<file path="config.mk">
export PLATFORM = sky130hd
export DESIGN_NAME = mem_access_unit
export DESIGN_NICKNAME = d
export VERILOG_FILES = /design/src/rtl/mau_pkg.sv /design/src/rtl/mau_lane_align.sv /design/src/rtl/mem_access_unit.sv
export SDC_FILE = /design/constraint.sdc
export NUM_CORES = 1
export LEC_CHECK = 0
export CAP_MARGIN = 15
export CORE_ASPECT_RATIO = 1.75
export CORE_MARGIN = 5
export CORE_UTILIZATION = 42
export DETAILED_ROUTE_END_ITERATION = 8
export PLACE_DENSITY_LB_ADDON = 0.3
export SLEW_MARGIN = 25
export SYNTH_ARGS = -nofsm -noshare
export SYNTH_HDL_FRONTEND = slang
export SYNTH_SLANG_ARGS = --single-unit
</file>
<file path="constraint.sdc">
create_clock -name clk -period 2.2 [get_ports clk]
set_input_delay 0.22 -clock clk [delete_from_list [all_inputs] [get_ports clk]]
set_output_delay 0.22 -clock clk [all_outputs]
set_load 0.005 [all_outputs]
</file>
<file path="src/rtl/mau_pkg.sv">
// mau_pkg: shared size encodings, FSM state type and default RAM geometry for mem_access_unit.
package mau_pkg;
  localparam int MEM_AW_DEFAULT = 10;
  localparam logic [1:0] SZ_BYTE = 2'b00;
  localparam logic [1:0] SZ_HALF = 2'b01;
  localparam logic [1:0] SZ_WORD = 2'b10;
  localparam logic [1:0] SZ_RSVD = 2'b11;
  typedef enum logic [2:0] {ST_IDLE, ST_RD, ST_CAP, ST_WR, ST_RESP} state_e;
endpackage

</file>
<file path="src/rtl/mau_lane_align.sv">
// mau_lane_align: little-endian load extract/extend and sub-word store merge on one RAM word.
module mau_lane_align
  import mau_pkg::*;
(
  input  logic [31:0] word_i,
  input  logic [15:0] wdata_i,
  input  logic [1:0]  lo_i,
  input  logic [1:0]  size_i,
  input  logic        signed_i,
  output logic [31:0] load_o,
  output logic [31:0] merge_o
);
  logic [7:0]  b;
  logic [15:0] h;
  assign b = word_i[{lo_i, 3'b000} +: 8];
  assign h = lo_i[1] ? word_i[31:16] : word_i[15:0];
  assign load_o = (size_i == SZ_BYTE) ? {{24{signed_i & b[7]}}, b} :
                  (size_i == SZ_HALF) ? {{16{signed_i & h[15]}}, h} : word_i;
  always_comb begin
    merge_o = word_i;
    if (size_i == SZ_BYTE) merge_o[{lo_i, 3'b000} +: 8] = wdata_i[7:0];
    else if (size_i == SZ_HALF) merge_o[{lo_i[1], 4'b0000} +: 16] = wdata_i;
  end
endmodule

</file>
<file path="src/rtl/mem_access_unit.sv">
// mem_access_unit: byte/half/word load-store initiator for a single-port registered-read data RAM.
// Define MAU_MISALIGN_TRAP_EN to reject misaligned or reserved-size requests instead of aligning them.
module mem_access_unit
  import mau_pkg::*;
#(
  parameter int MEM_AW = MEM_AW_DEFAULT
) (
  input  logic              clk,
  input  logic              rst_n,
  input  logic              req_valid,
  output logic              req_ready,
  input  logic              req_we,
  input  logic [1:0]        req_size,
  input  logic              req_signed,
  input  logic [31:0]       req_addr,
  input  logic [31:0]       req_wdata,
  output logic              rsp_valid,
  output logic [31:0]       rsp_rdata,
  output logic              rsp_err,
  output logic              MEM_WrEn,
  output logic [MEM_AW-1:0] ALU_MEM_Addr,
  output logic [31:0]       MEM_DataIn,
  input  logic [31:0]       MEM_DataOut
);
  state_e            state_q;
  logic              we_q, sgn_q, rsp_valid_q, rsp_err_q, err_d;
  logic [1:0]        size_q, size_d, lo_d;
  logic [MEM_AW+1:0] addr_q;
  logic [15:0]       wdata_q;
  logic [31:0]       rsp_rdata_q, din_q, load_w, merge_w;
  logic              unused_hi;
  assign unused_hi = ^req_addr[31:MEM_AW+2];
`ifdef MAU_MISALIGN_TRAP_EN
  assign err_d  = (req_size == SZ_RSVD) || (req_size == SZ_HALF && req_addr[0]) ||
                  (req_size == SZ_WORD && req_addr[1:0] != 2'b00);
  assign size_d = req_size;
  assign lo_d   = req_addr[1:0];
`else
  assign err_d  = 1'b0;
  assign size_d = (req_size == SZ_RSVD) ? SZ_WORD : req_size;
  assign lo_d   = (size_d == SZ_BYTE) ? req_addr[1:0] :
                  (size_d == SZ_HALF) ? {req_addr[1], 1'b0} : 2'b00;
`endif
  mau_lane_align u_align (
    .word_i  (MEM_DataOut),
    .wdata_i (wdata_q),
    .lo_i    (addr_q[1:0]),
    .size_i  (size_q),
    .signed_i(sgn_q),
    .load_o  (load_w),
    .merge_o (merge_w)
  );
  assign req_ready    = (state_q == ST_IDLE);
  assign rsp_valid    = rsp_valid_q;
  assign rsp_rdata    = rsp_rdata_q;
  assign rsp_err      = rsp_err_q;
  assign MEM_WrEn     = (state_q == ST_WR) && rst_n;
  assign ALU_MEM_Addr = addr_q[MEM_AW+1:2];
  assign MEM_DataIn   = din_q;
  always_ff @(posedge clk) begin
    if (!rst_n) begin
      state_q     <= ST_IDLE;
      we_q        <= 1'b0;
      sgn_q       <= 1'b0;
      size_q      <= SZ_BYTE;
      addr_q      <= '0;
      wdata_q     <= '0;
      din_q       <= '0;
      rsp_valid_q <= 1'b0;
      rsp_rdata_q <= '0;
      rsp_err_q   <= 1'b0;
    end else begin
      case (state_q)
        ST_IDLE: if (req_valid) begin
          we_q    <= req_we;
          sgn_q   <= req_signed;
          size_q  <= size_d;
          addr_q  <= {req_addr[MEM_AW+1:2], lo_d};
          wdata_q <= req_wdata[15:0];
          if (err_d) begin
            state_q     <= ST_RESP;
            rsp_valid_q <= 1'b1;
            rsp_rdata_q <= '0;
            rsp_err_q   <= 1'b1;
          end else if (req_we && size_d == SZ_WORD) begin
            state_q <= ST_WR;
            din_q   <= req_wdata;
          end else state_q <= ST_RD;
        end
        ST_RD: state_q <= ST_CAP;
        // Sub-word stores reuse the read path and write back the merged word.
        ST_CAP: if (we_q) begin
          din_q   <= merge_w;
          state_q <= ST_WR;
        end else begin
          state_q     <= ST_RESP;
          rsp_valid_q <= 1'b1;
          rsp_rdata_q <= load_w;
          rsp_err_q   <= 1'b0;
        end
        ST_WR: begin
          state_q     <= ST_RESP;
          rsp_valid_q <= 1'b1;
          rsp_rdata_q <= '0;
          rsp_err_q   <= 1'b0;
        end
        ST_RESP: begin
          state_q     <= ST_IDLE;
          rsp_valid_q <= 1'b0;
        end
        default: state_q <= ST_IDLE;
      endcase
    end
  end
endmodule

</file>
---- Word level (Yosys, flattened, before mapping) ----
Index checks and enable logic that the tools add are counted.
cells by class
  magnitude comparators ................... 0
  reduce and logical (&&, ||, !) cells .... 12
  eq/ne operators ......................... 12
  divide/modulo/power cells ............... 0
  $mul .................................... 0
  shift-type cells ........................ 5
  add/sub/neg operators ................... 2
  bitwise gates (word level) .............. 2
  mux-type cells .......................... 24
operators by type and width
  kind                     number
  $mux 32                  8
  $pmux 32 s2              2
  $bwmux 32                2
  $shift 16x7->32 const A  1
  $shift 8x7->32 const A   1
  $shiftx 16x7->32         1
  $shiftx 32x6->8          1
  $shiftx 8x7->32          1
  $mux 16                  1
  $neg 5->7                2
  $pmux 3 s4               1
  $mux 2                   4
  $eq 3x2->1 const B       2
  $mux 3                   2
  $ne 2x2->1 const B       3
  $reduce_and 2->1         3
  $eq 2x1->1 const B       2
  $eq 2x2->1 const B       2
  $logic_not 2->1          2
  $reduce_and 4->1         1
  $reduce_bool 2->1        2
  $eq 3x1->1 const B       1
  $eq 3x3->1 const B       1
  $logic_not 3->1          1
  other kinds (7)          10
word-level totals
  output and inout bits ................... 78
  bits in writable memories ............... 0
  latch bits .............................. 0
  memories ................................ 0
  bits of input ports ..................... 103
  memory bits (read-only) ................. 0
  bits in registers ....................... 101

---- Depth between registers and ports, before layout ----
  depth in word-level cells ............... 7
  gate-level depth with buffers ........... 11
  depth with buffers taken out ............ 6

---- Cells and area by module ----
From an unflattened synthesis, not the netlist that was laid out.
second synthesis, totals
  cells, all modules ...................... 686
  area, all modules ....................... 5974.5 sq um
by module, submodules not included
  module           area each (sq um)  instances  cells each
  mem_access_unit  4259.1             1          470
  mau_lane_align   1715.4             1          216

---- Worst setup path before layout ----
OpenSTA, ideal clock, no wires.
  path type ............................... register -> register
  from .................................... register addr_q[1]
  to ...................................... register din_q[25] (netlist: MEM_DataIn[25])
  library setup time ...................... 0.076 ns
  cell stages (with the launch flop) ...... 11
  period minus slack after synthesis ...... 2.281 ns
  data arrival time ....................... 2.205 ns
  required time ........................... 2.124 ns
  slack ................................... -0.081 ns
  cell sequence ........................... dfxtp_1 > buf_4 > buf_2 > buf_2 > inv_1 > ha_1 > nor3b_2 > and4b_1 > buf_4 > a221oi_1 > o22ai_1
on the way
  cells in the longest elaborated chain, start to end .. 7
  elaborated cells on any way between the ends .. 12
  classes of those cells .................. 2 x add/sub; 4 x shift; 6 x mux
ends and longest elaborated chain
  what                                                        line                   RTL
  start, declared                                             mem_access_unit.sv:28  logic [MEM_AW+1:0] addr_q;
  start signal, assigned                                      mem_access_unit.sv:78  addr_q <= {req_addr[MEM_AW+1:2], lo_d};
  $neg 5->7                                                   mau_lane_align.sv:22   else if (size_i == SZ_HALF) merge_o[{lo_i[1], 4'b0000} +: 16] = wdata_i;
  $shiftx 16x7->32 / $shift 16x7->32 (equally long branches)  mau_lane_align.sv:22
  $bwmux 32                                                   mau_lane_align.sv:22
  $mux 32                                                     mau_lane_align.sv:22
  $mux 32 *                                                   mau_lane_align.sv:21   if (size_i == SZ_BYTE) merge_o[{lo_i, 3'b000} +: 8] = wdata_i[7:0];
  $mux 32 *                                                   mem_access_unit.sv:92  ST_CAP: if (we_q) begin
  $pmux 32 s2 *                                               mem_access_unit.sv:73  case (state_q)
  end signal, assigned                                        mem_access_unit.sv:87  din_q <= req_wdata;
  end signal, assigned                                        mem_access_unit.sv:93  din_q <= merge_w;
  end, declared                                               mem_access_unit.sv:30  logic [31:0] rsp_rdata_q, din_q, load_w, merge_w;
Mark *: on every way between the ends. The rest lies on a longest branch, timed or not. The select of a mux whose other input is x is not followed.
A chain may end at the register's enable or synchronous reset.

---- Worst setup path in the final report ----
  from .................................... register state_q[2]
  to ...................................... output port MEM_WrEn
on the way
  cells in the longest elaborated chain, start to end .. 2
ends and longest elaborated chain
  what                    line                   RTL
  start, declared         mem_access_unit.sv:25  state_e state_q;
  start signal, assigned  mem_access_unit.sv:62  state_q <= ST_IDLE;
  start signal, assigned  mem_access_unit.sv:81  state_q <= ST_RESP;
  start signal, assigned  mem_access_unit.sv:86  state_q <= ST_WR;
  $eq 3x2->1              mem_access_unit.sv:57  assign MEM_WrEn = (state_q == ST_WR) && rst_n;
  $logic_and 1x1->1       mem_access_unit.sv:57
  end, declared           mem_access_unit.sv:20  output logic MEM_WrEn,
No other way between the ends.

==> reports/qor.yml <==
outcome:
  status: "complete, no violations"
critical_path:
  crit_chain: "buf_4 > and2b_1 > and3_1 > clkdlybuf4s50_1"
  crit_start: "state_q[2]"
  crit_family: "buffers and inverters"
  cp-endpoint: "MEM_WrEn"
  r2r_end: "MEM_DataIn[4]"
  r2r-start: "addr_q[1]"
  cp.arrival_ps: 1760
  cp.required_ps: 1980
  crit_slowest_cell: "clkdlybuf4s50_1"
  cp-end-kind: "output port"
  r2r_setup_slack_ps: 260
  path_max_fanout: 7
  cpPeakStageDelay_ps: 520
  path_class: "register to output port"
  worst-path-buf-inv: 2
  r2r_cells: 6
  cp.depth: 4
  startpoint_type: "register"
die:
  coreArea_sq_um: 13310
  pin_count: 181
  dieWidth_microns: 97.54
  dieArea_sq_um: 15920
  num_rows: 56
  die_h_microns: 163.2
  start_util: 0.4230
clock_tree:
  clkTransAtPathRegs_ps: 70
  cts_tree: "built"
  cts_hold_buf: 0
  cts_root_buf: "clkbuf_16"
  clock_path_buffers: 2
  cts_setup_buffers: 0
  cts_made_buffers: 9
  h-tree-depth: 3
  clock-sinks: 100
  clock_latency_ps: 350
  ctsResizeCount: 0
global_route:
  grt_overflow_total: 0
  grt_pass1_vias: 5710
  grt_max_degree: 65
  antenna_found_initial: 0
  grt_pass1_wl_mm: 29.73
  grt_usage: 0.2353
power:
  p_sw_mw: 1.464
  leakagePower_nw: 2.696
  p_per_area_nw_per_um2: 629.7
  switching_share: 0.3058
  seqPwrFrac: 0.427
  ir_worst_vdd_mv: 0.4188
  internal_power_mw: 3.324
  combPwrFrac: 0.262
  power.total_mw: 4.789
  pwr-share-clk: 0.310
timing:
  relSlewSlack: 0.5891
  skew_ps: 7.637
  finalCritPeriodShare: 0.9016
  fmax_mhz: 504.1
  rsz0062_at_grt: "no"
  worstMarginPinSlew_ps: 613.6
  setup_slack_ps: 216.4
  setup_viol: 0
  whs_ps: 415.9
  drv_slew: 0
  tns_ps: 0
  finalHoldViolations: 0
  layout_min_cycle_time_ps: 1984
cells_and_area:
  final_common_cell: "clkdlybuf4s50_1"
  mostFrequentLayoutCells: "clkdlybuf4s50_1, nand2_1, dfxtp_1, a21oi_1, o21ai_0"
  final_net_count: 918
  diodes: 0
  drive_gt1_frac: 0.08845
  nFillCells: 1239
  syn2layout_area_growth_pct: 35.04
detailed_routing:
  drt-total-wl_mm: 19.26
  antenna_left: 0
  dr.first_iter.drc_count: 348
  firstDrtPassIters: 7
  drc: 0
  via_per_inst: 5.911
  wl_per_cell_microns: 19.49
  vias: 5840
place:
  io_buffers: 159
  place_ws_ps: 166.9
  dp_hpwl_mm: 14.77
  gp_congestion: 0.9583
run:
  cap_violations: 0
synthesis:
  synth_top_flop_cell: "dfxtp_1"
  seq_area_frac_synth: 0.3555
  synth.distinct_cells: 57
  avgSynthCellArea_sq_um: 8.258
  syn_area_sq_um: 5632
  yosysWarnings: 0
  syn-num-nets: 790
  ys_async_sr_fraction: 0
  ys_seq_elements: 100
  synth_edf_count: 0
  syn_inst: 682
worst_hold_path:
  min_path_type: "input port to register"
  min-delay-start: "req_addr[5]"
worst reg2reg max path: stages (launching register included):
cell and delay (ps):
dfxtp_1 390, inv_1 100, ha_1 330, nand4bb_1 420, a31oi_1 290, o221ai_1 160, a31oi_1 190
state kept, by name, summed over array words and instances, names as in the netlist:
register / flops
rsp_valid: 1
rsp_rdata: 32
we_q: 1
addr_q: 12
state_q: 3
wdata_q: 16
size_q: 2
MEM_DataIn: 32
sgn_q: 1
power groups by stage:
stage          Sequential, mW  Clock (mW)  Combinational, mW
6_report                 2.05        1.49               1.26
5_1_grt                  2.06        1.59               1.37
4_1_cts                  2.04        1.51               1.26
3_5_place_dp             2.09           0               1.25
3_3_place_gp             2.08           0               1.22
2_1_floorplan            2.05           0              0.707
synth_stat cells (2+ instances only):
master,instances,share of area
nand3_1,4,0.0036
o221ai_1,8,0.012
buf_2,22,0.020
buf_1,3,0.0020
o2111ai_1,16,0.025
a311o_1,8,0.014
nand2_1,114,0.076
buf_6,3,0.0060
clkbuf_1,31,0.021
o22ai_1,24,0.027
nor3_1,9,0.0080
buf_4,17,0.023
a2111oi_0,2,0.0031
mux2_2,3,0.0060
inv_1,10,0.0067
nand2b_1,27,0.030
o2bb2ai_1,8,0.012
o21ai_1,3,0.0027
and3_1,2,0.0022
a221oi_2,3,0.0080
nand3b_1,3,0.0040
mux4_2,7,0.028
o21bai_1,8,0.011
and2_1,2,0.0022
dfxtp_1,100,0.36
a221oi_1,5,0.0078
a211o_1,7,0.011
o211ai_1,8,0.011
ha_1,5,0.011
a31oi_1,32,0.036
a21o_1,8,0.011
a2111o_1,8,0.016
nor3b_2,2,0.0044
a22o_1,16,0.025
nor2_1,12,0.0080
a21oi_1,51,0.045
o21ai_0,46,0.041
nor2b_1,26,0.029
how the worst min path moves through the flow:
stage	slack [ps]	cells past startpoint	to
finish	420	3	addr_q[5]
floorplan	360	2	addr_q[10]
detailed placement	440	2	rsp_rdata[11]
global placement	440	2	rsp_rdata[13]
global route	420	3	addr_q[5]
CTS	420	3	addr_q[7]
cells by family after synthesis:
logic type / share of synthesized area
AO/OA/AOI/OAI: 0.3330
adder cells (fa/ha/maj): 0.01111
buffers and inverters: 0.07887
flip-flops: 0.3555
multiplexers: 0.03577
other: 0.0006659
AND/OR/NAND/NOR: 0.1851
stage by stage:
stage / cell area [sq um] / cells / util
3_3_place_gp: 7331 / 973 / 0.5507
4_1_cts: 7602 / 988 / 0.5711
2_1_floorplan: 5643 / 682 / -
3_5_place_dp: 7331 / 973 / 0.5507
5_1_grt: 7605 / 988 / 0.5712
6_report: 7605 / 988 / 0.5712
final cells by class:
class	instances	area, sq um	share of cell area
Multi-Input combinational cell	494	3197	0.4204
Inverter	12	45.04	0.005923
Clock buffer	9	225.2	0.02962
Timing Repair Buffer	193	1872	0.2461
Clock inverter	6	46.29	0.006088
Sequential cell	100	2002	0.2632
Tap cell	174	217.7	0.02863
per-layer routing:
layer	GRT usage	part of all wire
met2	0.4322	0.53
met5	0	0
met1	0.2509	0.36
met4	0.1241	0.049
met3	0.04744	0.067
Power figures use the tool's default switching activity.
